===== config.mk =====
export PLATFORM = sky130hd
export DESIGN_NAME = conv2_window_accum
export DESIGN_NICKNAME = d
export VERILOG_FILES = /design/src/rtl/conv2_window_accum.sv
export SDC_FILE = /design/constraint.sdc
export NUM_CORES = 1
export LEC_CHECK = 0
export ABC_CLOCK_PERIOD_IN_PS = 9600
export BUFFER_PORTS_ARGS = -buffer_cell sky130_fd_sc_hd__buf_4
export CAP_MARGIN = 25
export CORE_MARGIN = 5
export CORE_UTILIZATION = 41
export CTS_BUF_LIST = sky130_fd_sc_hd__clkbuf_8
export CTS_CLUSTER_SIZE = 40
export DETAILED_ROUTE_END_ITERATION = 10
export PLACE_DENSITY = 0.71
export REMOVE_ABC_BUFFERS = 1
export SYNTH_ARGS = -nofsm -noshare
export SYNTH_HDL_FRONTEND = slang
export SYNTH_SLANG_ARGS = --single-unit

===== constraint.sdc =====
create_clock -name clk -period 9.6 [get_ports clk]
set_input_delay 1.92 -clock clk [delete_from_list [all_inputs] [get_ports clk]]
set_output_delay 1.92 -clock clk [all_outputs]
set_load 0.1 [all_outputs]

===== src/rtl/conv2_window_accum.sv =====
// Multi-channel windowed accumulator. Each channel sums WIN signed samples,
// then rounds and shifts the sum, adds a bias, optionally applies ReLU and
// saturates to DW bits. The result is held in a valid/ready output register.
module conv2_window_accum #(
    parameter int NCH   = 3,
    parameter int DW    = 12,
    parameter int WIN   = 25,
    parameter int SHIFT = 1,
    parameter int RELU  = 1
) (
    input  logic              clk,
    input  logic              rst_n,
    input  logic              in_valid,
    output logic              in_ready,
    input  logic [NCH*DW-1:0] in_data,
    input  logic [NCH*DW-1:0] bias,
    input  logic              clear,
    output logic              out_valid,
    input  logic              out_ready,
    output logic [NCH*DW-1:0] out_data,
    output logic [NCH-1:0]    out_sat
);

    localparam int CW = $clog2(WIN);
    localparam int AW = DW + $clog2(WIN) + 1;
    // Two extra bits absorb the rounding constant and the bias add.
    localparam int EW = AW + 2;

    localparam logic [CW-1:0]        LAST = CW'(WIN - 1);
    localparam logic signed [EW-1:0] RND  = EW'((2 ** SHIFT) / 2);
    localparam logic signed [EW-1:0] MAXV = EW'((2 ** (DW - 1)) - 1);
    localparam logic signed [EW-1:0] MINV = EW'(-(2 ** (DW - 1)));

    logic [CW-1:0]        cnt;
    logic signed [AW-1:0] acc     [NCH];
    logic signed [DW-1:0] in_ch   [NCH];
    logic signed [DW-1:0] bias_ch [NCH];
    logic signed [AW-1:0] acc_nx  [NCH];
    logic signed [EW-1:0] sum_ext [NCH];
    logic signed [EW-1:0] rnd_val [NCH];
    logic signed [EW-1:0] res_val [NCH];
    logic [NCH*DW-1:0]    res_data;
    logic [NCH-1:0]       res_sat;

    logic last;
    logic accept;
    logic close;

    assign last     = (cnt == LAST);
    assign in_ready = !(last && out_valid && !out_ready);
    assign accept   = in_valid && in_ready && !clear;
    assign close    = accept && last;

    // Per-channel running sum and the full closing-beat result pipeline.
    always_comb begin
        res_data = '0;
        res_sat  = '0;
        for (int unsigned c = 0; c < NCH; c++) begin
            in_ch[c]   = in_data[c*DW +: DW];
            bias_ch[c] = bias[c*DW +: DW];
            acc_nx[c]  = acc[c] + AW'(in_ch[c]);
            sum_ext[c] = EW'(acc_nx[c]);
            // RND is zero when SHIFT is zero, so one expression covers both cases.
            rnd_val[c] = (sum_ext[c] + RND) >>> SHIFT;
            res_val[c] = rnd_val[c] + EW'(bias_ch[c]);
            if (RELU != 0 && res_val[c] < 0) begin
                res_val[c] = '0;
            end
            if (res_val[c] > MAXV) begin
                res_val[c] = MAXV;
                res_sat[c] = 1'b1;
            end else if (res_val[c] < MINV) begin
                res_val[c] = MINV;
                res_sat[c] = 1'b1;
            end
            res_data[c*DW +: DW] = res_val[c][DW-1:0];
        end
    end

    // Sample counter and accumulators; clear flushes, closing beat restarts.
    always_ff @(posedge clk or negedge rst_n) begin
        if (!rst_n) begin
            cnt <= '0;
            for (int unsigned c = 0; c < NCH; c++) acc[c] <= '0;
        end else if (clear) begin
            cnt <= '0;
            for (int unsigned c = 0; c < NCH; c++) acc[c] <= '0;
        end else if (accept) begin
            if (last) begin
                cnt <= '0;
                for (int unsigned c = 0; c < NCH; c++) acc[c] <= '0;
            end else begin
                cnt <= cnt + CW'(1);
                for (int unsigned c = 0; c < NCH; c++) acc[c] <= acc_nx[c];
            end
        end
    end

    // Output holding register; a closing beat reloads even while draining.
    always_ff @(posedge clk or negedge rst_n) begin
        if (!rst_n) begin
            out_valid <= 1'b0;
            out_data  <= '0;
            out_sat   <= '0;
        end else if (close) begin
            out_valid <= 1'b1;
            out_data  <= res_data;
            out_sat   <= res_sat;
        end else if (out_valid && out_ready) begin
            out_valid <= 1'b0;
        end
    end

endmodule


* Word-level counts from Yosys, hierarchy flattened *
Cells that the tools add are included.

storage, ports and cells
  bits in registers = 99
  word-level logic and storage cells = 61
  bits of input ports = 77

cells by class
  muxes and demuxes = 23
  $lt $le $gt $ge = 9
  add/sub/neg operators = 10
  reduce and logical (&&, ||, !) cells = 11
  equality and inequality tests = 1

operators with widths
  cell                                                                             number
  54-bit 2-to-1 mux                                                                3
  12-bit 2-to-1 mux                                                                6
  20-bit by 12-bit > comparator with 1-bit output (second input constant)          3
  20-bit by 12-bit less-than comparator with 1-bit output (second input constant)  3
  20-bit 2-to-1 mux                                                                3
  18-bit by 12-bit adder with 19-bit output                                        3
  18-bit by 2-bit adder with 19-bit output (second input constant)                 3
  19-bit by 1-bit less-than comparator with 1-bit output (second input constant)   3
  18-bit by 12-bit adder with 18-bit output                                        3
  5-bit 2-to-1 mux                                                                 3
  1-bit 2-to-1 mux                                                                 8
  1-bit logical AND                                                                6
  5-bit by 1-bit adder with 5-bit output (second input constant)                   1
  5-bit equality test (second input constant)                                      1
  2-bit nonzero test                                                               2
  1-bit zero test                                                                  3

* Depth between registers and ports, before layout *
  depth after elaboration = 8
  depth in mapped cells = 23
  gate-level depth less buffers = 21

* Least setup slack after synthesis *
OpenSTA, ideal clock, no wires.

  kind = input -> register
  from = input in_data[12]
  to = register out_data[16]
  cell stages on the path = 22
  buffers on the path = 1
  setup slack = 2.453 ns
  data arrival time = 7.024 ns
  library setup time = 0.123 ns
  path through = ha_1 -> fa_1 -> a211oi_1 -> o21bai_1 -> a21oi_1 -> xnor2_1 -> a21oi_1 -> a2bb2oi_1 -> or4_1 -> nor3b_1 -> xor2_1 -> ha_1 -> a211oi_1 -> a31oi_1 -> nor4_1 -> o2111ai_1 -> a221o_1 -> nor4_2 -> or4b_1 -> a31oi_2 -> buf_6 -> a21oi_2

on the way
  word-level cells in the longest chain between the ends = 8
  elaborated cells on any way between the ends = 9
  classes of those cells = add/sub: 3; order compare: 3; mux: 3

ends and longest elaborated chain
  item                                                     RTL line  text
  start, declared                                          15        input logic [NCH*DW-1:0] in_data,
  18-bit by 12-bit adder with 18-bit output (*)            61        acc_nx[c] = acc[c] + AW'(in_ch[c]);
  18-bit by 2-bit adder with 19-bit output (*)             64        rnd_val[c] = (sum_ext[c] + RND) >>> SHIFT;
  18-bit by 12-bit adder with 19-bit output (*)            65        res_val[c] = rnd_val[c] + EW'(bias_ch[c]);
  19-bit by 1-bit less-than comparator with 1-bit output   66        if (RELU != 0 && res_val[c] < 0) begin
  20-bit 2-to-1 mux (*)                                    66
  20-bit by 12-bit less-than comparator with 1-bit output  72        end else if (res_val[c] < MINV) begin
  12-bit 2-to-1 mux                                        72
  12-bit 2-to-1 mux (*)                                    69        if (res_val[c] > MAXV) begin
  end signal, assigned                                     107       out_data <= res_data;
  end, declared                                            20        output logic [NCH*DW-1:0] out_data,

Every way passes the cells marked *; elsewhere a longest branch is shown, timed or not.
A chain may end at the register's enable or synchronous reset.

* Worst setup path after layout *
  from = input in_data[12]
  to = register out_data[13]

Same word-level chain as after synthesis.

==> impl_metrics.csv <==
group,metric,value,unit
timing,max_slew_margin,32.95,%
logic_synthesis,syn_area,9662,um2
layout,final_nets,1414,
timing,maxSlewViolCount,0,
status,status,"completed",
die,rows,56,
logic_synthesis,yosys.area_share.simple,17.51,%
setup_path,required,9.83,ns
clock_tree,postCtsSetupBuffers,0,
logic_synthesis,yosys.area_share.xor_xnor,10.97,%
setup_path,worstPathMaxFanout,12,
die,die_h,163.5,um
grt,first_global_vias,8325,
logic_synthesis,ys_seq_area_share,25.64,%
clock_tree,clock_sinks,99,
detailed_routing,vias,8621,
clock_tree,cts_buffer_depth,2,
logic_synthesis,synth.avg_cell_area,8.634,um2
logic_synthesis,synth_top_area_share,25.64,%
logic_synthesis,yosysTopAreaCell,"dfrtp_1",
clock_tree,hold_buffers,0,
detailed_routing,detail-route-antenna-nets,0,
layout,multi_input_area,6850,um2
detailed_routing,via_per_inst,5.580,
timing,rsz0062_at_grt,"no",
place,dp_cells,1528,
logic_synthesis,synth.distinct_cells,87,
layout,area_delta_synth_final,14.30,%
layout,antenna_cells,0,
timing,period_needed,7.905,ns
grt,gr-total-overflow,0,
timing,final.setup_skew,0.01482,ns
place,dp_hpwl,18.33,mm
detailed_routing,first_iter_violations,525,
place,port_buffers,117,
detailed_routing,post_drt_wl_per_cell,15.67,um
logic_synthesis,yosys_warnings,0,
grt,grt_first_pass_wirelength,40.41,mm
setup_path,critPathKind,"input pin to flop",
layout,register_area,2477,um2
logic_synthesis,synthAdderAreaFrac,15.49,%
detailed_routing,drc,0,
setup_path,cp-end-kind,"flop",
grt,antenna_found_initial,0,
logic_synthesis,yosys_register_bits,99,
grt,grt_start_max_net_pins,67,
timing,setup_tns,0,ns
logic_synthesis,synth-compound-area-share,26.04,%
setup_path,startpoint,"in_data[12]",
run,drv_cap,0,
clock_tree,cts_tree,"built",
logic_synthesis,synthMuxAreaShare,0.6993,%
setup_path,rr_startpoint,"acc[18]$_DFFE_PN0P_",
die,ios,118,
logic_synthesis,ys.flop_type,"dfrtp_1",
setup_path,arrival,8.14,ns
timing,fmax,126.5,MHz
place,dpl_cell_area,10810,um2
logic_synthesis,yosysMostFrequentCell,"ha_1",
logic_synthesis,synth_top_family_by_area,"compound AO/OA/AOI/OAI gates",
timing,hold_viol,0,
hold_path,hp-class,"flop to flop",
die,coreArea,23330,um2
die,die_area,26740,um2
logic_synthesis,synthCells,1119,
place,place.gp.congestion,0.8539,
timing,fin_crit_sh,82.35,%
clock_tree,cts_buffers,9,
hold_path,hp-start,"acc[26]$_DFFE_PN0P_",
layout,drive_gt1_share,14.27,%
detailed_routing,drtPass1Iterations,5,
layout,fin_cells,1545,
timing,tightest_slew,1.004,ns
layout,fin_area,11040,um2
clock_tree,htree_levels,3,
clock_tree,clockRootBuffer,"clkbuf_8",
logic_synthesis,synth-edff-count,0,
die,die_w,163.5,um
pwr,p_leak,5.053,nW
die,start_util,41.41,%
pwr,ir_drop,0.08414,mV
setup_path,start_kind,"input pin",
pwr,power_density,203.2,nW/um2
clock_tree,post_cts_resized,0,
grt,globalRouteTotalUtil,18.23,%
layout,fill_cells,2278,
logic_synthesis,yosys-top-cells-area,"dfrtp_1 26%, ha_1 14%, xnor2_1 6.5%",
logic_synthesis,netlist_top_cells_count,"110 x ha_1, 99 x dfrtp_1, 91 x a21oi_1",
detailed_routing,wl,24.21,mm
clock_tree,clock_latency,0.39,ns
logic_synthesis,async_flop_share,100.0,%
clock_tree,clk_pin_slew,0.11,ns
timing,setup_violations,0,
[power breakdown]
group | internal (mW) | leakage, nW | switching, mW
combinational | 0.593 | 3.63 | 0.845
clock | 0.150 | 0.111 | 0.173
sequential | 0.459 | 1.31 | 0.0258
total | 1.20 | 5.05 | 1.04
[cell usage in the layout (no fill, tap or decap), types with 18 or more instances in the layout]
master	netlist	final
nor3_1	19	18
a211oi_1	29	29
a21o_1	25	25
dfrtp_1	99	99
o21bai_1	18	18
nand2_1	87	87
nand3_1	27	27
xor2_1	49	49
a21oi_1	91	90
a22o_1	35	35
xnor2_1	72	72
inv_1	44	44
nor2_1	70	69
ha_1	110	110
buf_4	0	122
o21ai_0	82	82
[per-layer routing]
| layer | part of all wire [%] | up-vias | wire length (um) | global-route usage [%] |
|---|---|---|---|---|
| li1 | - | 4354 | - | - |
| met1 | 48 | 4091 | 11530 | 24.52 |
| met2 | 47 | 165 | 11430 | 31.42 |
| met3 | 4.5 | 11 | 1083 | 2.725 |
| met4 | 0.70 | 0 | 169 | 3.431 |
| met5 | 0 | - | 0 | 0 |
[metrics by stage]
stage	power [mW]	hold WS (ns)	utilization (%)	setup WS [ns]
after global routing	2.445	0.5188	47.33	1.117
after CTS	2.251	0.5053	47.30	1.707
after floorplan	1.628	0.4538	-	2.172
after global placement	1.899	0.4661	46.32	1.429
final	2.244	0.4992	47.33	1.695
after detailed placement	1.913	0.4786	46.34	1.297
[path summary, 6_finish.rpt]
kind                       cells after the start  slack, ns                  endpoint
max                                           22       1.69  out_data[13]$_DFFE_PN0P_
min                                            2       0.50       acc[26]$_DFFE_PN0P_
max reg2reg                                   21       2.93  out_data[13]$_DFFE_PN0P_
min reg2reg                                    2       0.50       acc[26]$_DFFE_PN0P_
max in group asynchronous                      2       6.84  out_data[26]$_DFFE_PN0P_
min in group asynchronous                      1       1.46  out_data[15]$_DFFE_PN0P_
[worst max-delay path: stages]
cell       delay (ns)
buf_4            0.11
ha_1             0.23
fa_1             0.43
a211oi_1         0.32
o21bai_1         0.11
a21oi_1          0.32
xnor2_1          0.27
a21oi_1          0.12
a2bb2oi_1        0.17
or4_1            0.56
nor3b_1          0.29
xor2_1           0.19
ha_1             0.35
a211oi_1         0.27
a31oi_1          0.07
nor4_1           0.29
o2111ai_1        0.15
a221o_1          0.29
nor4_2           0.25
or4b_1           0.48
a31oi_2          0.77
a21oi_1          0.16
[final cells by class]
cell class,instances,share of cell area [%]
Clock inverter,7,0.8951
Inverter,44,1.496
Multi-Input combinational cell,943,62.03
Tap cell,319,3.614
Clock buffer,9,1.122
Sequential cell,99,22.43
Timing Repair Buffer,124,8.407
[state kept, by name (all words and copies together), names as in the netlist]
signal	cells
out_data	36
acc	54
out_valid	1
out_sat	3
cnt	5
[logic make-up after synthesis]
logic type                 count (synthesis)
AOI/OAI and AO/OA                        374
and+or+nand+nor                          326
xor gates and xnor gates                 121
adders and majority gates                116
DFF                                       99
buffers and inverters                     77
muxes                                      6
No activity file was read; power rests on OpenSTA's default activity.
